File: config.mk
export PLATFORM = sky130hd
export DESIGN_NAME = serial_adder_ctrl
export DESIGN_NICKNAME = d
export VERILOG_FILES = /design/src/rtl/serial_adder_ctrl.sv
export SDC_FILE = /design/constraint.sdc
export NUM_CORES = 1
export LEC_CHECK = 0
export CORE_MARGIN = 2
export CORE_UTILIZATION = 60
export CTS_CLUSTER_SIZE = 16
export DETAILED_ROUTE_END_ITERATION = 8
export DONT_BUFFER_PORTS = 1
export GPL_ROUTABILITY_DRIVEN = 0
export HOLD_SLACK_MARGIN = 0.05
export PLACE_DENSITY_LB_ADDON = 0.25
export SYNTH_ARGS = -nofsm -noshare
export SYNTH_HDL_FRONTEND = slang
export SYNTH_SLANG_ARGS = --single-unit
File: constraint.sdc
create_clock -name clk -period 1.4 [get_ports clk]
set_input_delay 0.07 -clock clk [delete_from_list [all_inputs] [get_ports clk]]
set_output_delay 0.07 -clock clk [all_outputs]
set_load 0.1 [all_outputs]
File: src/rtl/serial_adder_ctrl.sv
`default_nettype none
// ============================================================================
//  Module   : serial_adder_ctrl (with helper cell full_adder)
//  Purpose  : Bit-serial adder. One 1-bit full_adder cell is stepped over a
//             WIDTH-bit operand pair, LSB first, one bit per clock, with a
//             carry flip-flop feeding each carry-out back as the next
//             carry-in. A start/busy/done handshake frames each operation.
//  Revision : 1.0 - initial release
// ----------------------------------------------------------------------------
//  Parameters
//    WIDTH  operand/sum width in bits, 2..64 (default 8)
//  Ports
//    clk    in   1      clock, rising edge
//    rst_n  in   1      synchronous active-low reset
//    start  in   1      request, sampled only when not busy (IDLE or DONE)
//    a, b   in   WIDTH  operands, captured on the accepted start edge
//    cin    in   1      initial carry, captured on the accepted start edge
//    sub    in   1      subtract select (only with SERIAL_SUB_EN)
//    busy   out  1      high while bits are being processed
//    done   out  1      one-cycle pulse when s/cout have just been updated
//    s      out  WIDTH  registered sum, held until the next completion
//    cout   out  1      registered final carry, held until next completion
//  Build option
//    SERIAL_SUB_EN  adds the sub port; sub=1 computes a - b (cout=1: no
//                   borrow) by loading ~b and forcing the initial carry to 1.
// ============================================================================

module full_adder (
    input  logic i_a,
    input  logic i_b,
    input  logic i_c,
    output logic o_s,
    output logic o_c
);
    assign o_s = i_a ^ i_b ^ i_c;
    assign o_c = (i_a & i_b) | (i_c & (i_a ^ i_b));
endmodule

module serial_adder_ctrl #(
    parameter int WIDTH = 8
) (
    input  logic             clk,
    input  logic             rst_n,
    input  logic             start,
    input  logic [WIDTH-1:0] a,
    input  logic [WIDTH-1:0] b,
    input  logic             cin,
`ifdef SERIAL_SUB_EN
    input  logic             sub,
`endif
    output logic             busy,
    output logic             done,
    output logic [WIDTH-1:0] s,
    output logic             cout
);

    localparam int                 c_CNT_W    = $clog2(WIDTH);
    localparam logic [c_CNT_W-1:0] c_CNT_LAST = c_CNT_W'(WIDTH - 1);

    localparam logic [1:0] c_ST_IDLE = 2'd0;
    localparam logic [1:0] c_ST_RUN  = 2'd1;
    localparam logic [1:0] c_ST_DONE = 2'd2;

    logic [1:0]         r_state;
    logic [1:0]         w_state_next;
    logic [WIDTH-1:0]   r_ra;
    logic [WIDTH-1:0]   r_rb;
    // Only WIDTH-1 partial bits are stored: the final bit comes straight
    // from the adder on the last cycle and goes directly into r_s.
    logic [WIDTH-2:0]   r_rs;
    logic               r_cy;
    logic [c_CNT_W-1:0] r_cnt;
    logic [WIDTH-1:0]   r_s;
    logic               r_cout;

    logic               w_fa_s;
    logic               w_fa_cout;
    logic [WIDTH-1:0]   w_shift;
    logic [WIDTH-1:0]   w_b_load;
    logic               w_cy_load;
    logic               w_load;
    logic               w_run;
    logic               w_last;

    full_adder u_fa (
        .i_a (r_ra[0]),
        .i_b (r_rb[0]),
        .i_c (r_cy),
        .o_s (w_fa_s),
        .o_c (w_fa_cout)
    );

`ifdef SERIAL_SUB_EN
    // a - b == a + ~b + 1; the "+1" rides in on the initial carry.
    assign w_b_load  = sub ? ~b : b;
    assign w_cy_load = sub | cin;
`else
    assign w_b_load  = b;
    assign w_cy_load = cin;
`endif

    // Start is honoured in IDLE and in DONE (back-to-back), never in RUN.
    assign w_load  = start & ((r_state == c_ST_IDLE) | (r_state == c_ST_DONE));
    assign w_run   = (r_state == c_ST_RUN);
    assign w_last  = w_run & (r_cnt == c_CNT_LAST);
    assign w_shift = {w_fa_s, r_rs};

    // ---------------- FSM: state register ----------------
    always_ff @(posedge clk) begin
        if (!rst_n) begin
            r_state <= c_ST_IDLE;
        end else begin
            r_state <= w_state_next;
        end
    end

    // ---------------- FSM: next-state logic ----------------
    always_comb begin
        w_state_next = r_state;
        case (r_state)
            c_ST_IDLE: if (start) w_state_next = c_ST_RUN;
            c_ST_RUN:  if (r_cnt == c_CNT_LAST) w_state_next = c_ST_DONE;
            c_ST_DONE: w_state_next = start ? c_ST_RUN : c_ST_IDLE;
            default:   w_state_next = c_ST_IDLE;
        endcase
    end

    // ---------------- FSM: outputs ----------------
    always_comb begin
        busy = 1'b0;
        done = 1'b0;
        case (r_state)
            c_ST_RUN:  busy = 1'b1;
            c_ST_DONE: done = 1'b1;
            default: begin
                busy = 1'b0;
                done = 1'b0;
            end
        endcase
    end

    // ---------------- Datapath ----------------
    always_ff @(posedge clk) begin
        if (!rst_n) begin
            r_ra   <= '0;
            r_rb   <= '0;
            r_rs   <= '0;
            r_cy   <= 1'b0;
            r_cnt  <= '0;
            r_s    <= '0;
            r_cout <= 1'b0;
        end else if (w_load) begin
            r_ra  <= a;
            r_rb  <= w_b_load;
            r_cy  <= w_cy_load;
            r_cnt <= '0;
        end else if (w_run) begin
            r_rs  <= w_shift[WIDTH-1:1];
            r_cy  <= w_fa_cout;
            r_ra  <= r_ra >> 1;
            r_rb  <= r_rb >> 1;
            r_cnt <= r_cnt + 1'b1;
            // Outputs move only on the completion edge.
            if (w_last) begin
                r_s    <= w_shift;
                r_cout <= w_fa_cout;
            end
        end
    end

    assign s    = r_s;
    assign cout = r_cout;

endmodule
`default_nettype wire

==> impl_metrics.tcl <==
set metrics [dict create \
    run_status "complete, no violations" \
    antenna_violating_nets_post_route 0 \
    die_y_um 55.40 \
    grt_start_max_net_pins 36 \
    critical_path.endpoint_type "flip-flop" \
    fin_util_pct 78.18 \
    worst_slew_pin_slew_ns 1.002 \
    timing.max_slew.rel_slack_pct 33.20 \
    clock_path_buffers 2 \
    timing.final.setup_violations 0 \
    critPathKind "flip-flop to flip-flop" \
    synthesis.area_per_instance_sq_um 8.758 \
    starting_density_of_the_core_pct 63.41 \
    fin_setup_tns_ns 0 \
    detailedPlacementHpwl_mm 1.890 \
    grt_antenna_before_repair 0 \
    static-leakage-power_nw 0.7435 \
    final.setup.worst_slack_ns 0.05609 \
    timing_hold_violations_final 0 \
    cap_violations 0 \
    asyncSetResetFlopFracSynth_pct 0 \
    die_width_um 55.40 \
    synth.area.top_cells "dfxtp_1 48%, nand2_1 12%, a21boi_1 6.2%, nand3_1 3.8%, a31oi_1 3.2%" \
    cts_inserted_buffers 5 \
    final_layout_size_suffix_gt1_share_pct 14.62 \
    maxClockFrequency_mhz 744.1 \
    finalInstanceArea_sq_um 1954 \
    clock_tree_from_tritoncts "done" \
    dpl_cell_area_sq_um 1642 \
    power_density_nw_per_um2 1023 \
    clock_tree_sinks 38 \
    placement_rows 18 \
    dr.first_iter.drc_count 35 \
    global_route_wire_length_before_repair_mm 5.830 \
    worst_clock_skew_ns 0.005094 \
    timing.critical_path.arrival_ns 1.60 \
    route.final.wire_length_mm 3.488 \
    total_of_flip_flops_plus_latches_after_synthesis 38 \
    design.final.nets 235 \
    drt_pass1_iterations 4 \
    finalMaxSlewViolations 0 \
    antennaDiodeCount 0 \
    synth.top_cell.area_share_pct 47.99 \
    gate_count_post_synth 181 \
    area_growth_pct 23.28 \
    cts_root_buffer "clkbuf_4" \
    yosys_warnings 0 \
    post_drt_via_cell_ratio 5.702 \
    grt.overflow.total 0 \
    netlist_area_sq_um 1585 \
    hold_path_class "input pin to flip-flop" \
    synth_edf_count 0 \
    finalPower_mw 2.000 \
    clk_pin_slew_ns 0.11 \
    min_period_over_period_pct 95.99 \
    synth_cell_type_count 27 \
    routed_len_inst_um 14.41 \
    worst_setup_timing_slack_at_the_placement_stage_ns 0.05129 \
    fp.dieArea_sq_um 3069 \
    via_count_of_the_first_global_routing_pass 1319 \
    core-area_sq_um 2500 \
    remaining_drc_errors 0 \
    htree_num_levels 2 \
    ys.flop_type "dfxtp_1" \
    worst_setup_path_start_kind "flip-flop" \
    synth.largest_area_cell "dfxtp_1" \
    synth_common_cells "49 x nand2_1, 38 x dfxtp_1, 13 x a21boi_1" \
    yosysSeqAreaShare_pct 47.99 \
    worst_ir_drop_on_vdd_mv 0.9934 \
    final.min_clock_period_ns 1.344 \
    crit_path_max_fanout 6 \
    synth.most_common_cell "nand2_1" \
    grt.total_usage_pct 24.06 \
    critical_path_required_ns 1.66 \
    clock_insertion_delay_at_the_later_pin_of_the_skew_report_ns 0.33 \
    boundaryPins 31 \
    numPortBuffers 0 \
    net_count_of_the_mapped_netlist 204 \
    vias 1380 \
]
-- cell usage in the layout, fill, tap and decap left out --
cell type	instances
a21boi_0	5
a21boi_1	14
a21oi_1	4
a22oi_1	3
a31oi_1	8
and2_1	1
and3_1	1
buf_12	1
buf_16	1
buf_4	16
buf_6	1
bufinv_16	1
clkbuf_1	2
clkbuf_4	5
dfxtp_1	35
dfxtp_2	3
dlygate4sd3_1	17
dlymetal6s4s_1	1
fa_1	1
ha_1	2
inv_6	1
nand2_1	49
nand2b_1	1
nand2b_4	1
nand3_1	12
nand3b_1	1
nor2_1	5
nor2b_1	1
nor2b_2	1
nor3_1	4
o21ai_0	5
o21ai_1	4
o221ai_1	4
xnor2_1	1
-- power breakdown --
| part | internal, mW | total (mW) | switching (mW) | leakage (nW) |
|---|---|---|---|---|
| combinational | 0.150 | 0.313 | 0.163 | 0.407 |
| clock | 0.190 | 0.520 | 0.330 | 0.0254 |
| sequential | 1.13 | 1.17 | 0.0341 | 0.311 |
| total | 1.47 | 2.00 | 0.528 | 0.743 |
-- kinds of logic (layout without fill, tap and decap cells) --
group           Yosys count  count (layout)  share of synthesized area (%)
simple gates             77              77                          20.68
xor+xnor                  1               1                         0.5526
compound gates           47              47                          19.89
fa+ha+maj                 3               3                          2.841
buf+inv                  15              46                          8.050
flops                    38              38                          47.99
-- registers in the layout (all words and copies together) (netlist names) --
name	cells
s	8
r_ra	8
r_cnt	3
r_rs	7
cout	1
r_cy	1
r_rb	8
r_state	2
-- layer usage --
layer | up-vias | share of wire, % | global-route usage [%] | routed length, um
li1 | 683 | - | - | -
met1 | 636 | 40 | 27.31 | 1388
met2 | 54 | 52 | 43.03 | 1829
met3 | 7 | 6.6 | 6.557 | 230
met4 | 0 | 1.1 | 8.362 | 40
met5 | - | 0 | 0 | 0
-- worst max-delay path, cell delays in order, from the launching register on --
cell      delay [ns]
dfxtp_2         0.34
ha_1            0.19
ha_1            0.20
nand3b_1        0.19
buf_6           0.15
nand2_1         0.05
a21boi_0        0.15
-- worst paths after layout --
path | startpoint | endpoint | slack, ns | cells past startpoint
worst min register to register | r_cnt[2] | r_cnt[2] | 0.47 | 2
worst max-delay path | r_cnt[0] | s[1] | 0.06 | 6
worst min-delay path | start | r_ra[4] | 0.15 | 3
worst max register to register | r_cnt[0] | s[1] | 0.06 | 6
-- final cells by class --
class	instances	area [sq um]
clock buffers	7	45.04
flip-flops and latches	38	764.5
multi-input cells	128	706.9
well taps	30	37.54
repair buffers	37	361.6
inverters	1	30.03
fillers	152	545.5
repair inverters	1	8.758
-- metrics by stage --
| step | instances | hold WS (ns) |
|---|---|---|
| finish | 242 | 0.1494 |
| floorplan | 181 | 0.2037 |
| CTS | 241 | 0.1370 |
| global placement | 213 | 0.1953 |
| global route | 242 | 0.1541 |
| detailed placement | 213 | 0.2005 |
-- timing repair --
item | in CTS | in global routing
setup endpoints to repair | 1 | 29
endpoints found under the hold margin | 38 | 0
setup buffers | 2 | 1
gates resized for setup | 7 | 6
gates cloned | 1 | 0
hold buffers | 18 | 0
No activity file was read; power rests on OpenSTA's default activity.
